`config.mk`:
```
export PLATFORM = sky130hd
export DESIGN_NAME = digit_scan_ctrl
export DESIGN_NICKNAME = d
export VERILOG_FILES = /design/src/rtl/digit_scan_pkg.sv /design/src/rtl/scan_timer.sv /design/src/rtl/digit_scan_ctrl.sv
export SDC_FILE = /design/constraint.sdc
export NUM_CORES = 1
export LEC_CHECK = 0
export ABC_AREA = 1
export BUFFER_PORTS_ARGS = -buffer_cell sky130_fd_sc_hd__buf_2
export CORE_MARGIN = 8
export CORE_UTILIZATION = 51
export DETAILED_ROUTE_END_ITERATION = 7
export GPL_TIMING_DRIVEN = 0
export PLACE_DENSITY = 0.83
export SYNTH_ARGS = -nofsm -noshare
export SYNTH_HDL_FRONTEND = slang
export SYNTH_SLANG_ARGS = --single-unit
```
`constraint.sdc`:
```
create_clock -name clk -period 2.98 [get_ports clk]
set_clock_uncertainty 0.05 [all_clocks]
set_input_delay 0.894 -clock clk [delete_from_list [all_inputs] [get_ports clk]]
set_output_delay 0.894 -clock clk [all_outputs]
set_load 0.05 [all_outputs]
```
`src/rtl/digit_scan_pkg.sv`:
```
// Shared types and constants for the two-digit display scan controller.
package digit_scan_pkg;

    typedef enum logic [2:0] {
        IDLE,
        BLANK0,
        SHOW0,
        BLANK1,
        SHOW1
    } scan_state_t;

    // Active-low digit selects, shared by the digit multiplexer and the anodes.
    localparam logic [1:0] SEL_DIG1 = 2'b10;
    localparam logic [1:0] SEL_DIG2 = 2'b01;
    localparam logic [1:0] SEL_OFF  = 2'b11;

    localparam int unsigned DIGIT_W = 8;

    // Slot counter width: wide enough to hold the longer of the two slot lengths.
    function automatic int unsigned slot_cnt_width(input int unsigned on_cycles,
                                                   input int unsigned blank_cycles);
        int unsigned longest;
        longest = (on_cycles > blank_cycles) ? on_cycles : blank_cycles;
        return $clog2(longest + 1);
    endfunction

endpackage

```
`src/rtl/scan_timer.sv`:
```
// Slot timer: counts up from zero after clear and flags the last cycle of a slot.
module scan_timer #(
    parameter int unsigned WIDTH = 8
) (
    input  logic             clk,
    input  logic             reset,
    input  logic             clear,
    input  logic [WIDTH-1:0] limit,
    output logic             done
);

    logic [WIDTH-1:0] count;

    // Compared one bit wider so a zero limit reads as done instead of underflowing.
    assign done = ({1'b0, count} + (WIDTH+1)'(1)) >= {1'b0, limit};

    // Saturates at the last slot cycle so the count can never wrap.
    always_ff @(posedge clk) begin
        if (reset) begin
            count <= '0;
        end else if (clear) begin
            count <= '0;
        end else if (!done) begin
            count <= count + WIDTH'(1);
        end
    end

endmodule

```
`src/rtl/digit_scan_ctrl.sv`:
```
// Two-digit multiplexed display scanner with blanking gaps and frame-aligned
// pattern commit so a digit never changes in the middle of a frame.
module digit_scan_ctrl
    import digit_scan_pkg::*;
#(
    parameter int unsigned ON_CYCLES    = 100000,
    parameter int unsigned BLANK_CYCLES = 1000
) (
    input  logic               clk,
    input  logic               reset,
    input  logic               en,
    input  logic               load,
    input  logic [DIGIT_W-1:0] nro1_in,
    input  logic [DIGIT_W-1:0] nro2_in,
    input  logic [1:0]         digit_en,
    output logic [1:0]         sel,
    output logic [DIGIT_W-1:0] nro1,
    output logic [DIGIT_W-1:0] nro2,
    output logic               frame_done,
    output logic               pending
);

    localparam int unsigned     CNT_W       = slot_cnt_width(ON_CYCLES, BLANK_CYCLES);
    localparam logic [CNT_W-1:0] ON_LIMIT    = CNT_W'(ON_CYCLES);
    localparam logic [CNT_W-1:0] BLANK_LIMIT = CNT_W'(BLANK_CYCLES);
    localparam bit              NO_BLANK    = (BLANK_CYCLES == 0);

    scan_state_t        state;
    scan_state_t        state_next;
    logic [1:0]         sel_next;
    logic               frame_done_next;
    logic               commit_c;
    logic               slot_done;
    logic               timer_clear;
    logic [CNT_W-1:0]   limit_c;
    logic [DIGIT_W-1:0] pend1;
    logic [DIGIT_W-1:0] pend2;

    scan_timer #(
        .WIDTH (CNT_W)
    ) u_timer (
        .clk   (clk),
        .reset (reset),
        .clear (timer_clear),
        .limit (limit_c),
        .done  (slot_done)
    );

    // Next-state, registered-output precompute and commit decision.
    always_comb begin
        state_next      = state;
        sel_next        = sel;
        frame_done_next = 1'b0;
        limit_c         = ON_LIMIT;

        case (state)
            IDLE: begin
                if (en) begin
                    state_next = NO_BLANK ? SHOW0 : BLANK0;
                end
            end
            BLANK0: begin
                limit_c = BLANK_LIMIT;
                if (slot_done) begin
                    state_next = SHOW0;
                end
            end
            SHOW0: begin
                if (slot_done) begin
                    state_next = NO_BLANK ? SHOW1 : BLANK1;
                end
            end
            BLANK1: begin
                limit_c = BLANK_LIMIT;
                if (slot_done) begin
                    state_next = SHOW1;
                end
            end
            SHOW1: begin
                if (slot_done) begin
                    state_next      = NO_BLANK ? SHOW0 : BLANK0;
                    frame_done_next = 1'b1;
                end
            end
            default: begin
                state_next = IDLE;
            end
        endcase

        // Dropping enable abandons the frame from any state.
        if (!en) begin
            state_next      = IDLE;
            frame_done_next = 1'b0;
        end

        // sel only moves on a transition; digit_en is taken at slot entry.
        if (state_next != state) begin
            case (state_next)
                SHOW0:   sel_next = digit_en[0] ? SEL_DIG1 : SEL_OFF;
                SHOW1:   sel_next = digit_en[1] ? SEL_DIG2 : SEL_OFF;
                default: sel_next = SEL_OFF;
            endcase
        end

        commit_c    = pending && ((state == IDLE) || frame_done_next);
        timer_clear = (state_next != state) || (state == IDLE);
    end

    always_ff @(posedge clk) begin
        if (reset) begin
            state      <= IDLE;
            sel        <= SEL_OFF;
            frame_done <= 1'b0;
        end else begin
            state      <= state_next;
            sel        <= sel_next;
            frame_done <= frame_done_next;
        end
    end

    // Pattern double-buffer: a load on a commit edge refills the pending pair
    // while the previous pending pair moves to the outputs.
    always_ff @(posedge clk) begin
        if (reset) begin
            nro1    <= '0;
            nro2    <= '0;
            pend1   <= '0;
            pend2   <= '0;
            pending <= 1'b0;
        end else begin
            if (commit_c) begin
                nro1 <= pend1;
                nro2 <= pend2;
            end
            if (load) begin
                pend1   <= nro1_in;
                pend2   <= nro2_in;
                pending <= 1'b1;
            end else if (commit_c) begin
                pending <= 1'b0;
            end
        end
    end

endmodule

```
Word-level counts from Yosys, hierarchy flattened:

Cells that the tools add are included.

* add/sub/neg operators: 2
* $lt $le $gt $ge: 1
* equality and inequality tests: 7
* muxes and demuxes: 15
* reduce and logical (&&, ||, !) cells: 7

Operators with widths (count)
* $add 17x1->18 const B: 1
* $ge 18x17->1: 1
* $add 17x1->17 const B: 1
* $mux 17: 1
* $mux 3: 5
* $pmux 3 s5: 1
* $eq 3x2->1 const B: 3
* $eq 3x3->1 const B: 2
* $mux 1: 6
* $pmux 2 s2: 1
* $reduce_or 2->1: 2
* $eq 3x1->1 const B: 1
* $logic_not 3->1: 1
* $ne 3x3->1: 1
* $logic_or 1x1->1: 2
* $mux 2: 1
* $reduce_bool 2->1: 1
* $logic_and 1x1->1: 1

* bits in registers: 56
* input bits: 22
* output and inout port bits: 20
* word-level logic and storage cells: 41

Longest topological paths before layout:

* depth after elaboration: 11
* depth in mapped cells: 22
* gate-level depth less buffers: 22

Cells and area by module:

From an unflattened synthesis, not the netlist that was laid out.

* cells, all modules: 437
* area, all modules: 2985.4 sq um

By module, submodules not included
* scan_timer: instances 1, cells each 241, area each 1500.2 sq um, sequential area each 340.3 sq um
* digit_scan_ctrl: instances 1, cells each 196, area each 1485.2 sq um, sequential area each 780.7 sq um

Worst setup path after synthesis:

Ideal clock, no wire load.

* kind: reg-to-reg
* from: register u_timer.count[1]
* to: register u_timer.count[10]
* setup time: 0.112 ns
* data arrival time: 2.953 ns
* required time: 2.818 ns
* path slack: -0.135 ns
* cell stages (with the launch flop): 21
* path buffers: 1
* clock period less this slack: 3.115 ns
* cell sequence: dfxtp_1 ha_1 nand2_1 nor2_2 nand3_2 nor4_1 xor2_1 ha_1 nand2_1 o21bai_1 nor3_1 nand3_1 nand3_4 nand2_2 nand2_1 nand2_1 nand2_1 nand2_2 nand3_4 buf_6 nor2_2

* word-level cells in the longest chain between the ends: 8
* elaborated cells on any way between the ends: 12
* classes of those cells: 2 x add/sub; 1 x order compare; 1 x eq/ne; 6 x mux; 2 x reduce/logical

RTL lines
* start, declared: RTL line scan_timer.sv:12 `logic [WIDTH-1:0] count;`
* start signal, assigned: RTL line scan_timer.sv:24 `count <= count + WIDTH'(1);`
* $add 17x1->18: RTL line scan_timer.sv:15 `assign done = ({1'b0, count} + (WIDTH+1)'(1)) >= {1'b0, limit};`
* $ge 18x17->1: RTL line scan_timer.sv:15
* $mux 3 (on tied branches)
* $pmux 3 s5: RTL line digit_scan_ctrl.sv:56 `case (state)`
* $mux 3: RTL line digit_scan_ctrl.sv:91 `if (!en) begin`
* $ne 3x3->1: RTL line digit_scan_ctrl.sv:106 `timer_clear = (state_next != state) || (state == IDLE);`
* $logic_or 1x1->1: RTL line digit_scan_ctrl.sv:106
* $reduce_or 2->1 (no line)

Several ways; a longest one is shown, not always the timed one.
A chain may end at the register's enable or synchronous reset.

Worst setup path after layout:

* from: register u_timer.count[1]
* to: register u_timer.count[2]

The elaborated chain is that of the path after synthesis.

==> out/metrics.cfg <==
[floorplanning]
io_pins = 42
design.die.area_mm2 = 0.00844
fp-row-count = 27
initial_core_util = 0.530
core_mm2 = 0.00554
die_width_um = 91.9
die_y_um = 91.9

[timing]
timing.final.crit_share = 1.08
achievable-frequency_mhz = 310
min_setup_slack_post_route_ns = -0.242
setup-violations-final = 35
totalNegativeSetupSlack_ns = -6.94
worstMarginPinSlew_ns = 0.512
max_slew_margin = 0.659
hold_viol_final = 0
grt_setup_unrepaired = true
time_the_final_worst_path_needs_with_i_o_delays_and_setup_ns = 3.22
drv_slew = 0

[clocking]
worst_skew_pair.late_latency_ns = 0.32
cts-buffers-inserted = 5
cts.clk_slew.worst_paths_ns = 0.12
number_of_clock_sinks_seen_by_cts = 56
clk_root_buffer_cell = clkbuf_8
cts.path.max_buffers = 2
cts.hold.buffers_added = 0
cts_tree = done
htreeDepth = 2

[final_layout]
post_layout_nonfiller_instances = 585
drive_gt1_frac = 0.298
layout.filler_cells = 414
final_cell_area_excluding_filler_cells_mm2 = 0.00383
area_growth_pct = 30.6
antennaDiodeCount = 0
finish.net_count = 542

[logic_synthesis]
synth-seq-cells = 56
async_reset_ff_frac = 0
yosys-top-cells-count = nor2_1 (100), nand2_1 (85), dfxtp_1 (56)
postSynthNetCount = 468
synth.yosys.warnings = 0
synthesis.area_per_instance_um2 = 6.70
synthCells = 438
netlist_area_before_placement_mm2 = 0.00294
synth_seq_area_share = 0.382
post-synth-top-count-cell = nor2_1
dominantRegCellSynth = dfxtp_1
yosys.cell_types.count = 28
yosysTopAreaCell = dfxtp_1
yosysTopAreaCellShare = 0.382
top_cells_by_area_in_the_synthesized_netlist = dfxtp_1 (38%), nor2_1 (13%), nand2_1 (11%)
synth-edff-count = 0

[pwr]
max_rail_drop_vdd_mv = 0.403
finalPower_mw = 1.49
p_per_area_mw_per_mm2 = 387
power_leakage_nw = 1.69

[worst_setup_path]
nature_of_the_critical_path_endpoint = flip-flop
criticalPathCategory = flip-flop to flip-flop
timing.critical_path.fanout_max = 7
startpoint_type = flip-flop
setup.reg_to_reg.worst_slack_ns = -0.24
wp_data_arrival_ns = 3.43
required_ns = 3.19

[place]
port_buffers = 41
place.gp.congestion = 0.917
pre_cts_slack_ns = -0.494
cell_count_after_placement = 551
hpwl_um = 5230
placement.cell_area_mm2 = 0.00325

[drt]
post_drt_wl_per_cell_um = 15.7
drt_pass1_iterations = 8
via_count = 3225
wl_um = 9180
drc = 0
ant_nets = 0
vias_per_cell = 5.51
drt-initial-drc-count = 261

[run_status]
run_status = finished, violations left
failed_checks = setup timing

[run]
max_cap_viol_count = 0

[hold_path]
holdCritPathClass = flip-flop to flip-flop

[global_routing]
globalRouteTotalUtil = 0.191
first_global_vias = 3109
antenna_found_initial = 0
grt.overflow.total = 0
grt_first_pass_wirelength_um = 13400
largest_net_degree_at_the_start_of_global_routing = 20

-- report_power, final --
group          leakage, nW  total, mW  switching (mW)  internal, mW
sequential           0.467      0.796          0.0204         0.776
clock               0.0452      0.452           0.279         0.172
combinational         1.18      0.238           0.163        0.0747
-- stage by stage --
stage	utilization	hold slack, ns
global route	0.692	0.467
finish	0.692	0.443
global placement	0.586	0.409
floorplan	-	0.407
CTS	0.654	0.443
detailed placement	0.586	0.418
-- kinds of logic (layout without fill, tap and decap cells) --
family                     count (synthesis)  count (layout)  share of synthesized area
and+or+nand+nor                          250             250                      0.382
xor gates and xnor gates                   8               8                     0.0239
AOI/OAI and AO/OA                         52              52                     0.0929
DFF                                       56              56                      0.382
adders and majority gates                  8               8                     0.0341
buffers and inverters                     64             139                     0.0856
-- timing repair --
item | CTS | global route
pin swaps | 14 | 20
cloned | 1 | 0
setup endpoints to repair | 37 | 37
buffers inserted | 18 | 8
endpoints found under the hold margin | 0 | 0
resized for setup | 40 | 49
-- placed cells by master, fill, tap and decap left out, types with 8 or more instances in the layout --
cell type / count
nor2_1: 89
nand2_1: 79
inv_1: 50
dfxtp_1: 45
buf_2: 41
o21ai_0: 36
buf_4: 22
nand3_1: 18
nor2_2: 15
nor2_4: 14
o21ai_1: 9
nand2_2: 8
xor2_1: 8
nand4_1: 8
dfxtp_4: 8
-- worst max-delay path, cell delays in order (launching register included) --
cell      delay (ns)
dfxtp_4         0.40
ha_4            0.17
nand2_4         0.06
nor2_4          0.13
nand3_4         0.10
nor4_4          0.14
xor2_1          0.24
ha_1            0.28
nand2_1         0.07
o21bai_4        0.12
inv_1           0.05
nand2_1         0.07
a21oi_2         0.05
nor2_4          0.15
nand3_4         0.15
nand2_4         0.12
nand2_1         0.07
nand2_1         0.07
nand2_1         0.10
nand2_2         0.14
nand3_4         0.16
buf_6           0.17
nor2_1          0.09
-- metal layers --
| metal | global-route usage | wire length, um |
|---|---|---|
| met5 | 0 | 0 |
| met1 | 0.213 | 3670 |
| met4 | 0.0913 | 419 |
| met3 | 0.0489 | 643 |
| met2 | 0.330 | 4440 |
-- flip-flops by register name (all words and copies together), names as in the netlist, 2 cells and up --
name           flops
u_timer.count     17
nro1               8
nro2               8
pend1              8
pend2              8
state              3
sel                2
-- worst paths after layout --
path                                        from  depth (start not counted)                to
worst max-delay path            u_timer.count[1]                         22  u_timer.count[2]
worst min-delay path                     nro1[3]                          2           nro1[3]
worst max register to register  u_timer.count[1]                         22  u_timer.count[2]
worst min register to register           nro1[3]                          2           nro1[3]
-- cell type report --
| type | instances | area, um2 | share of cell area |
|---|---|---|---|
| flip-flops and latches | 56 | 1150 | 0.301 |
| clock buffers | 5 | 68.8 | 0.0179 |
| plain buffers | 10 | 78.8 | 0.0206 |
| inverters | 53 | 204 | 0.0532 |
| multi-input cells | 318 | 1770 | 0.462 |
| clock inverters | 3 | 25.0 | 0.00653 |
| well taps | 72 | 90.1 | 0.0235 |
| repair buffers | 68 | 443 | 0.115 |
Note: power is estimated with default switching activity, not from simulation.
